===== src/rtl/ip_send_gen.sv =====
// IPv4 header inserter: prepends EtherType and a 20-byte IPv4 header to a byte-serial payload.
// Define IP_SEND_VLAN_EN to prepend an 802.1Q tag (0x8100 + VLAN_TCI) before the EtherType.
module ip_send_gen #(
    parameter logic [7:0]  TOS      = 8'hB8,
    parameter logic [7:0]  TTL      = 8'h80,
    parameter logic        DF       = 1'b0,
    parameter logic [15:0] ID_INIT  = 16'h0000,
    parameter logic [15:0] VLAN_TCI = 16'h0000
) (
    input  logic        clock,
    input  logic        reset,
    input  logic        tx_enable,
    input  logic [7:0]  data_in,
    input  logic [7:0]  protocol,
    input  logic [15:0] length,
    input  logic [31:0] local_ip,
    input  logic [31:0] destination_ip,
    output logic        active,
    output logic [7:0]  data_out,
    output logic [15:0] ident,
    output logic        overrun
);

`ifdef IP_SEND_VLAN_EN
    localparam int unsigned HDR_LEN = 26;
`else
    localparam int unsigned HDR_LEN = 22 + 0 * $bits(VLAN_TCI);
`endif
    localparam int unsigned HDR_BITS = HDR_LEN * 8;
    localparam int unsigned BW       = $clog2(HDR_LEN);
    localparam logic [BW-1:0] LAST_BYTE = BW'(HDR_LEN - 1);
    localparam logic [15:0] FLAGS = {1'b0, DF, 14'b0};

    typedef enum logic [1:0] {IDLE, SEND, FLUSH} state_t;

    state_t              state_q, state_d;
    logic [BW-1:0]       byte_no_q, byte_no_d;
    logic [HDR_BITS-1:0] shreg_q, shreg_d;
    logic [15:0]         ident_q, ident_d;
    logic                overrun_q, overrun_d;

    logic [HDR_BITS-1:0] header;
    logic [15:0]         total_len;
    logic [19:0]         csum_acc;
    logic [16:0]         csum_fold1;
    logic [15:0]         csum_fold2;
    logic [15:0]         checksum;
    logic                flush_done;

    // The last flush cycle reloads the header, so it must already carry the next ident.
    always_comb begin
        flush_done = (state_q == FLUSH) && !tx_enable && (byte_no_q == '0);
        ident_d    = flush_done ? ident_q + 16'd1 : ident_q;
    end

    always_comb begin
        total_len  = length + 16'd20;
        csum_acc   = 20'({8'h45, TOS}) + 20'(total_len) + 20'(ident_d) + 20'(FLAGS)
                   + 20'({TTL, protocol})
                   + 20'(local_ip[31:16]) + 20'(local_ip[15:0])
                   + 20'(destination_ip[31:16]) + 20'(destination_ip[15:0]);
        csum_fold1 = 17'(csum_acc[15:0]) + 17'(csum_acc[19:16]);
        csum_fold2 = csum_fold1[15:0] + 16'(csum_fold1[16]);
        checksum   = ~csum_fold2;
`ifdef IP_SEND_VLAN_EN
        header = {16'h8100, VLAN_TCI, 16'h0800, 8'h45, TOS, total_len, ident_d, FLAGS,
                  TTL, protocol, checksum, local_ip, destination_ip};
`else
        header = {16'h0800, 8'h45, TOS, total_len, ident_d, FLAGS,
                  TTL, protocol, checksum, local_ip, destination_ip};
`endif
    end

    always_comb begin
        state_d   = state_q;
        byte_no_d = byte_no_q;
        shreg_d   = shreg_q;
        overrun_d = 1'b0;
        case (state_q)
            IDLE: begin
                if (tx_enable) begin
                    state_d   = SEND;
                    byte_no_d = LAST_BYTE;
                    shreg_d   = {shreg_q[HDR_BITS-9:0], data_in};
                end else begin
                    shreg_d   = header;
                end
            end
            SEND: begin
                if (tx_enable) begin
                    byte_no_d = LAST_BYTE;
                    shreg_d   = {shreg_q[HDR_BITS-9:0], data_in};
                end else begin
                    state_d   = FLUSH;
                    byte_no_d = byte_no_q - BW'(1);
                    shreg_d   = {shreg_q[HDR_BITS-9:0], 8'h00};
                end
            end
            FLUSH: begin
                // A re-raised tx_enable joins the running packet instead of starting a new header.
                if (tx_enable) begin
                    state_d   = SEND;
                    byte_no_d = LAST_BYTE;
                    shreg_d   = {shreg_q[HDR_BITS-9:0], data_in};
                    overrun_d = 1'b1;
                end else if (byte_no_q == '0) begin
                    state_d   = IDLE;
                    shreg_d   = header;
                end else begin
                    byte_no_d = byte_no_q - BW'(1);
                    shreg_d   = {shreg_q[HDR_BITS-9:0], 8'h00};
                end
            end
            default: state_d = IDLE;
        endcase
    end

    always_ff @(posedge clock) begin
        if (reset) begin
            state_q   <= IDLE;
            byte_no_q <= '0;
            shreg_q   <= '0;
            ident_q   <= ID_INIT;
            overrun_q <= 1'b0;
        end else begin
            state_q   <= state_d;
            byte_no_q <= byte_no_d;
            shreg_q   <= shreg_d;
            ident_q   <= ident_d;
            overrun_q <= overrun_d;
        end
    end

    // Reset masks the registered outputs in the same cycle it is asserted.
    assign active   = tx_enable | ((state_q != IDLE) & ~reset);
    assign data_out = reset ? 8'h00 : shreg_q[HDR_BITS-1 -: 8];
    assign ident    = ident_q;
    assign overrun  = overrun_q & ~reset;

endmodule


===== config.mk =====
export PLATFORM = sky130hd
export DESIGN_NAME = ip_send_gen
export DESIGN_NICKNAME = d
export VERILOG_FILES = /design/src/rtl/ip_send_gen.sv
export SDC_FILE = /design/constraint.sdc
export NUM_CORES = 1
export LEC_CHECK = 0
export BUFFER_PORTS_ARGS = -buffer_cell sky130_fd_sc_hd__buf_2
export CAP_MARGIN = 20
export CORE_ASPECT_RATIO = 1.75
export CORE_UTILIZATION = 45
export CTS_BUF_LIST = sky130_fd_sc_hd__clkbuf_16
export DETAILED_ROUTE_END_ITERATION = 8
export PLACE_DENSITY = 0.67
export SLEW_MARGIN = 20
export SYNTH_ARGS = -nofsm -noshare
export SYNTH_HDL_FRONTEND = slang
export SYNTH_SLANG_ARGS = --single-unit

===== constraint.sdc =====
create_clock -name clock -period 13 [get_ports clock]
set_input_delay 0.65 -clock clock [delete_from_list [all_inputs] [get_ports clock]]
set_output_delay 0.65 -clock clock [all_outputs]
set_load 0.01 [all_outputs]

# After elaboration in Yosys (flattened, before gate mapping)
# Cells that the tools add are included.
# W data, S select, Z words.
[op_classes]
n_eq_ne = 6
addsub = 12
n_bitwise = 6
reduce_logical = 10
mux = 18
[ops]
columns = ["op", "n"]
rows = [
  ["$mux W176", 3],
  ["$pmux W176 S3", 1],
  ["$add A20 B16 Y20", 3],
  ["$add A19 B16 Y20", 1],
  ["$mux W5", 4],
  ["$add A18 B16 Y19", 1],
  ["$add A17 B16 Y18", 1],
  ["$add A15 B16 Y17 const A", 1],
  ["$add A16 B4 Y17", 1],
  ["$add A16 B1 Y16", 1],
  ["$add A16 B1 Y16 const B", 1],
  ["$add A16 B5 Y16 const B", 1],
  ["$mux W16", 1],
  ["$mux W8", 2],
  ["$not A16 Y16", 1],
  ["$pmux W5 S3", 1],
  ["$mux W2", 4],
  ["$pmux W2 S3", 1],
  ["$reduce_and A3 Y1", 2],
  ["$logic_not A5 Y1", 1],
  ["$sub A5 B1 Y5 const B", 1],
  ["$ne A2 B2 Y1 const B", 2],
  ["$ne A3 B2 Y1 const B", 1],
  ["$ne A3 B3 Y1 const B", 1],
  ["other kinds (12)", 15],
]
[word_totals]
input_bits = 99
wordCells = 57
regBits = 200

# Longest topological paths before layout
# Gate-level depths: netlist (run 1).
[logic_depth]
depth_word = 16
depth_mapped = 45
mapped_depth_nobuf = 44

# Worst setup path before layout (run 1)
# No wires, ideal clock.
[synth_path]
path_kind = "register -> register"
start = "reg byte_no_q[0]"
end = "reg shreg_q[76]"
slack_ns = 3.239
path_stages_with_launch = 45
synth_period_minus_slack_ns = 9.761
arrival_time_ns = 9.636
setup_ns = 0.125
path_cell_list = "dfxtp_1 > inv_1 > ha_1 > nor4b_1 > nand2_1 > nor2_1 > clkbuf_1 > nand2_1 > xor2_1 > fa_1 > inv_1 > fa_1 > inv_1 > fa_1 > fa_1 > inv_1 > ha_1 > fa_1 > [... 9 more ...] > nand2b_1 > ha_1 > a21o_1 > and3_1 > nand4_1 > nor3_1 > o21ai_0 > nor4_1 > ha_1 > ha_1 > nand2_1 > nor4_1 > o2111a_1 > o211ai_1 > a21oi_1 > xnor2_1 > a221oi_1 > nor3_1"
[synth_between]
elab_chain_cells = 15
word_cells_on_any_way = 16
cone_classes = "add/sub (8); mux (5); bitwise (1); reduce/logical (2)"
[synth_lines]
columns = ["element", "line_no", "rtl"]
rows = [
  ["from (decl)", "37", "logic [BW-1:0] byte_no_q, byte_no_d;"],
  ["from (signal assigned)", "127", "byte_no_q <= byte_no_d;"],
  ["$logic_not A5 Y1 (*)", "52, 106", ""],
  ["$logic_and A1 B1 Y1", "52", "flush_done = (state_q == FLUSH) && !tx_enable && (byte_no_q == '0);"],
  ["$mux W16", "53", "ident_d = flush_done ? ident_q + 16'd1 : ident_q;"],
  ["$add A17 B16 Y18", "58", "csum_acc = 20'({8'h45, TOS}) + 20'(total_len) + 20'(ident_d) + 20'(FLAGS)"],
  ["$add A18 B16 Y19", "59", "+ 20'({TTL, protocol})"],
  ["$add A19 B16 Y20", "60", "+ 20'(local_ip[31:16]) + 20'(local_ip[15:0])"],
  ["$add A20 B16 Y20", "60", ""],
  ["$add A20 B16 Y20 (2 in series)", "61", "+ 20'(destination_ip[31:16]) + 20'(destination_ip[15:0]);"],
  ["$add A16 B4 Y17", "62", "csum_fold1 = 17'(csum_acc[15:0]) + 17'(csum_acc[19:16]);"],
  ["$add A16 B1 Y16", "63", "csum_fold2 = csum_fold1[15:0] + 16'(csum_fold1[16]);"],
  ["$not A16 Y16", "64", "checksum = ~csum_fold2;"],
  ["$mux W176", "106", "end else if (byte_no_q == '0) begin"],
  ["$mux W176", "101", "if (tx_enable) begin"],
  ["$pmux W176 S3 (*)", "79", "case (state_q)"],
  ["to (signal assigned)", "128", "shreg_q <= shreg_d;"],
  ["to (decl)", "38", "logic [HDR_BITS-1:0] shreg_q, shreg_d;"],
]
# Every way passes the cells marked *; elsewhere a longest branch is shown, timed or not.
# A chain may end at the register's enable or synchronous reset.

# Worst setup path after layout (run 1)
# Ends and elaborated chain as after synthesis.

==> results of run 1 <==
final cells by class:
| cell class | instances | area, sq um |
|---|---|---|
| Clock buffer | 17 | 425 |
| Clock inverter | 15 | 185 |
| Fill cell | 2737 | 13800 |
| Inverter | 156 | 586 |
| Multi-Input combinational cell | 1130 | 7720 |
| Sequential cell | 200 | 4000 |
| Tap cell | 373 | 467 |
| Timing Repair Buffer | 134 | 702 |
kinds of logic (layout without fill, tap and decap cells):
logic type / Yosys count / in the layout / synth area share, %
AO/OA/AOI/OAI: 366 / 366 / 18.9
multiplexers: 16 / 16 / 1.26
adder cells (fa/ha/maj): 123 / 123 / 16.4
AND/OR/NAND/NOR: 562 / 562 / 19.5
XOR/XNOR: 63 / 63 / 4.40
flip-flops: 200 / 200 / 31.5
buffers and inverters: 255 / 322 / 8.02
stage by stage:
stage | setup WS, ns | instances | hold WS [ns]
after detailed placement | 2.02 | 1993 | 0.449
final | 1.96 | 2025 | 0.467
after floorplan | 3.24 | 1585 | 0.425
after global placement | 2.31 | 1993 | 0.439
after global routing | 1.01 | 2025 | 0.486
after CTS | 1.98 | 2025 | 0.468
cells in the mapped netlist, types with 17 or more instances:
| cell type | number | area, sq um |
|---|---|---|
| nor2b_1 | 45 | 282 |
| nand2_1 | 100 | 375 |
| inv_1 | 156 | 586 |
| xnor2_1 | 34 | 298 |
| dfxtp_1 | 200 | 4000 |
| nor2_1 | 309 | 1160 |
| a221oi_1 | 30 | 263 |
| ha_1 | 51 | 638 |
| nor3_1 | 39 | 195 |
| xor2_1 | 28 | 245 |
| o21ai_0 | 35 | 175 |
| a22oi_1 | 70 | 526 |
| fa_1 | 72 | 1440 |
| nand3_1 | 17 | 85.1 |
| a21oi_1 | 166 | 831 |
| clkbuf_1 | 80 | 300 |
worst max-delay path, delay by kind of cell, from the launching register on:
kind	cells	cell delay, ns
buf+inv	4	0.24
compound gates	14	2.99
flops	1	0.32
xor+xnor	2	0.29
fa+ha+maj	10	3.56
simple gates	13	3.48
worst paths after layout:
path	start	end	depth (start not counted)	slack (ns)
setup / recovery	byte_no_q[0]	shreg_q[76]	43	1.96
hold / removal	shreg_q[4]	shreg_q[4]	2	0.47
setup reg to reg	byte_no_q[0]	shreg_q[76]	43	1.96
hold reg to reg	shreg_q[4]	shreg_q[4]	2	0.47
layout by cell type, fill, tap and decap left out, types with 3 or more instances in the layout:
master / count
a21oi_4: 4
nand4_1: 11
a221oi_1: 30
o21ai_0: 35
or2b_2: 3
buf_4: 10
inv_6: 3
clkinv_8: 4
or3_1: 3
a21oi_2: 3
a21o_1: 10
a211oi_1: 8
xor2_1: 28
mux2i_1: 16
nor3_1: 39
dfxtp_1: 200
nand2b_1: 3
nand3b_1: 3
nand3_1: 17
buf_2: 123
xnor2_1: 34
a21oi_1: 164
nor2b_1: 45
and3_1: 6
inv_1: 156
fa_1: 72
nand2_1: 100
and2_1: 3
a22oi_1: 70
o211ai_1: 5
ha_1: 50
o21bai_1: 5
nor2_1: 308
clkbuf_16: 17
metal layers:
metal  vias up  global-route usage (%)
met2       428                    48.8
met1      5459                    29.9
li1       5395                       -
met3       114                    4.21
met4         2                    17.5
met5         -                       0
flip-flops by register name, indices dropped and copies added, names as in the netlist:
signal	count
overrun_q	1
shreg_q	176
ident	16
state_q	2
byte_no_q	5
power groups by stage:
stage	combinational (W)	clock, W	sequential, W
2_1_floorplan	0.00134	0	0.000694
3_3_place_gp	0.00177	0	0.000707
3_5_place_dp	0.00177	0	0.000709
4_1_cts	0.00179	0.000557	0.000694
5_1_grt	0.00195	0.000582	0.000699
6_report	0.00181	0.000549	0.000695
==> run metrics, run 1 <==
top layer in use met5; VDD IR-drop max 0.000155 V; design area 0.0141 sq mm; total global routing track utilization 27.4%; dpl cell area 0.0135 sq mm; WP data arrival 11.36 ns; Synthesis Warnings 0; fraction of layout cells with a size suffix above 1 12.0%; count of different cell masters after synthesis 75; wirelength, routed 38.6 mm; largest net degree at the start of global routing 111; switching pwr 0.00146 W; CTS buffer count 17; Post-synth EDFFs 0; Async SR Flop Fraction 0%; vias in the first global route 10,800; Pint 0.00159 W; Clock Path Buffers 2; Post-CTS Setup Bufs 0; total power 0.00305 W; P&R area growth vs syn 10.9%; Hold Vio Cnt, Final 0; Sink Count 200; nets@finish 1,861; die extent in y 224 microns; CTS tree yes; floorplan row count 81; period utilization 84.9%; Worst-path clk slew 0.08 ns; RSZ-0062 raised after global routing false; Post-Route Skew 0.0114 ns; number of remaining DRC errors 0; Worst EP required 13.32 ns; RD Place Congestion 0.954; H-tree depth 4; Mean Syn Cell Area 8.02 sq um; actual slew at the worst max-slew pin 1.05 ns; Synth Register Bits 200; status completed; critical path peak fanout 12; switching share of power 47.8%; Final TNS setup 0 ns; Final ANT Viol Nets 0; Highest Clock Rate 90.6 MHz; slowest CP cell nor2_1; first-pass GRT wire length 58.7 mm; Flop pwr share 22.8%; total number of vias 11,400; CTS Hold Buffers Added 0; # setup viols final 0; Initial DRC Count 883; Max-Slew Margin vs Limit 30.0%; Mapped Area 0.0127 sq mm; hold crit path type register to register; CP Capture Type register; Setup crit start kind register; Overflow after GRT 0; initial antenna violation count 1; leakage power 6.27 nW; clock share of power 18.0%; Crit Path Category register to register; PortBufs 124; CTS resizes 0; core area 0.0279 sq mm; dominant synthesized flop cell dfxtp_1; Finished Core Util 50.6%; M1 wire length 14.3 mm; routed wl met3 1.87 mm; part of the power in combinational logic 59.2%; vias per std cell 5.63; Mapped Nets 1,807; die area 0.0289 sq mm; clock latency on the worst-skew pair 0.46 ns; DP Wirelength 29.4 mm; sequential area share after synthesis 31.5%; DR WL/cell 19.0 microns; Ports 125; met2 wire length 19.9 mm; Cell Pwr Density 217 mW/mm^2; antenna diode count 0; DR pass1 iterations 6; initial core utilization 45.6%; Max-Cap Viols 0; Die Wd 129 microns; Clock Tree Root clkbuf_16; CP peak stage delay 0.75 ns; Pins Over Slew Limit 0; Syn Inst Count 1,585; minimum clock period after layout 11.04 ns
No activity file was read; power rests on OpenSTA's default activity.
==> run 2, diff against run 1 <==
- clock period: 13 -> 11.4 ns (I/O delays scaled with it)
==> run 2 against run 1 <==
Count of clock-buffer cells in the layout unchanged. Via count down 1.5%. Cell area down 0.20%. Register-to-register slack worse by 1.1 ns. Combinational power up 14%. Largest power group unchanged. Highest routed layer unchanged.
==> run metrics, run 2 (synthesis results as in run 1) <==
Placed Instances 1,995 (was 1,993); RSZ-0062 raised after global routing false (unchanged); Pint 0.00181 W (was 0.00159 W); Sink Count 200 (unchanged); H-tree depth 4 (unchanged); CTS tree yes (unchanged); part of the power in combinational logic 59.8% (was 59.2%); status completed (unchanged); clock share of power 17.1% (was 18.0%); Highest Clock Rate 95.1 MHz (was 90.6 MHz); Crit Path Category register to register (unchanged); Final TNS setup 0 ns (unchanged); total number of vias 11,200 (was 11,400); max FFs per register 176 (unchanged); CP peak stage delay 0.55 ns (was 0.75 ns); DR pass1 iterations 7 (was 6); period utilization 92.2% (was 84.9%); DP Wirelength 29.9 mm (was 29.4 mm); CP Capture Type register (unchanged); fraction of layout cells with a size suffix above 1 11.9% (was 12.0%); initial core utilization 45.6% (unchanged); WP data arrival 10.83 ns (was 11.36 ns); minimum clock period after layout 10.51 ns (was 11.04 ns); Worst-path clk slew 0.08 ns (about the same); M1 wire length 14.3 mm (about the same); Setup crit start kind register (unchanged); DR WL/cell 19.3 microns (was 19.0 microns); Initial DRC Count 781 (was 883); CTS Hold Buffers Added 0 (unchanged); Largest Register shreg_q (unchanged); total global routing track utilization 27.7% (was 27.4%); initial antenna violation count 1 (unchanged); Post-Route Skew 0.0139 ns (was 0.0114 ns); Flop pwr share 23.1% (was 22.8%); Pins Over Slew Limit 0 (unchanged); Clock Path Buffers 2 (unchanged); hold crit path type input pin to register (was register to register); Finished Core Util 50.5% (was 50.6%); vias per std cell 5.54 (was 5.63); Ports 125 (unchanged); switching pwr 0.00163 W (was 0.00146 W); most frequent cells in the layout nor2_1 (308), dfxtp_1 (200), a21oi_1 (164) (unchanged); antenna diode count 0 (unchanged); # setup viols final 0 (unchanged); Worst EP required 11.72 ns (was 13.32 ns); Clock Tree Root clkbuf_16 (unchanged); P&R area growth vs syn 10.7% (was 10.9%); Filler cells 2,748 (was 2,737); Hold Vio Cnt, Final 0 (unchanged); wirelength, routed 39.1 mm (was 38.6 mm); number of remaining DRC errors 0 (unchanged); Max-Cap Viols 0 (unchanged); core area 0.0279 sq mm (unchanged); die extent in y 224 microns (unchanged); Die Wd 129 microns (unchanged); vias in the first global route 10,700 (was 10,800); first-pass GRT wire length 59.2 mm (was 58.7 mm); Max-Slew Margin vs Limit 30.7% (was 30.0%); switching share of power 47.5% (was 47.8%); nets@finish 1,863 (was 1,861); top layer in use met5 (unchanged); Overflow after GRT 0 (unchanged); CTS buffer count 17 (unchanged); floorplan row count 81 (unchanged); commonest non-fill, non-tap cell in the layout nor2_1 (unchanged); Final ANT Viol Nets 0 (unchanged); critical path peak fanout 8 (was 12); routed wl met3 1.86 mm (was 1.87 mm); PortBufs 124 (unchanged); slowest CP cell fa_1 (was nor2_1); met2 wire length 20.2 mm (was 19.9 mm); leakage power 6.28 nW (was 6.27 nW); Hold Worst Slack 0.401 ns (was 0.467 ns); non-filler cells, final 2,026 (was 2,025); largest net degree at the start of global routing 239 (was 111); actual slew at the worst max-slew pin 1.04 ns (was 1.05 ns); RD Place Congestion 0.956 (was 0.954); clock latency on the worst-skew pair 0.46 ns (about the same); VDD IR-drop max 0.000221 V (was 0.000155 V); Cell Pwr Density 245 mW/mm^2 (was 217 mW/mm^2); die area 0.0289 sq mm (unchanged)
run 2: worst max-delay path, delay by kind of cell (launching register included):
kind / cells / cell delay (ns)
AND/OR/NAND/NOR: 13 / 2.91
adder cells (fa/ha/maj): 10 / 3.56
XOR/XNOR: 2 / 0.26
AO/OA/AOI/OAI: 14 / 3.03
flip-flops: 1 / 0.33
buffers and inverters: 4 / 0.25
run 2: area by class of cell:
type | instances | area, sq um | area share (%)
Sequential cell | 200 | 4000 | 28.5
Clock buffer | 17 | 425 | 3.03
Clock inverter | 14 | 123 | 0.872
Multi-Input combinational cell | 1130 | 7730 | 55.0
Timing Repair Buffer | 136 | 729 | 5.19
Inverter | 156 | 586 | 4.16
Tap cell | 373 | 467 | 3.32
run 2: stage by stage:
step	worst slack, ns	cell area (sq um)	power [W]
finish	0.889	14100	0.00344
global route	0.0999	14100	0.00367
CTS	0.554	14100	0.00344
detailed placement	0.697	13500	0.00284
global placement	1.01	13500	0.00283
floorplan	1.64	12700	0.00232
run 2: routing by layer:
layer,vias up,track usage [%]
li1,5385,-
met1,5357,29.8
met2,390,49.6
met3,98,4.14
met4,2,18.4
met5,-,0
run 2: final timing paths:
kind                startpoint     endpoint  slack (ns)  cells after the start
setup / recovery  byte_no_q[0]  shreg_q[76]        0.89                     43
hold / removal      data_in[6]   shreg_q[6]        0.40                      3
setup reg to reg  byte_no_q[0]  shreg_q[76]        0.89                     43
hold reg to reg     shreg_q[7]   shreg_q[7]        0.46                      2
run 2: timing repair:
item | CTS | global route
gates resized for setup | 0 | 2
endpoints found under the setup margin | 0 | 3
setup buffers | 0 | 0
run 2: power by group through the flow:
stage          logic, W  registers (W)  clock network (W)
2_1_floorplan   0.00152       0.000791                  0
3_3_place_gp    0.00203       0.000808                  0
3_5_place_dp    0.00203       0.000810                  0
4_1_cts         0.00205       0.000794           0.000599
5_1_grt         0.00224       0.000799           0.000624
6_report        0.00206       0.000795           0.000589
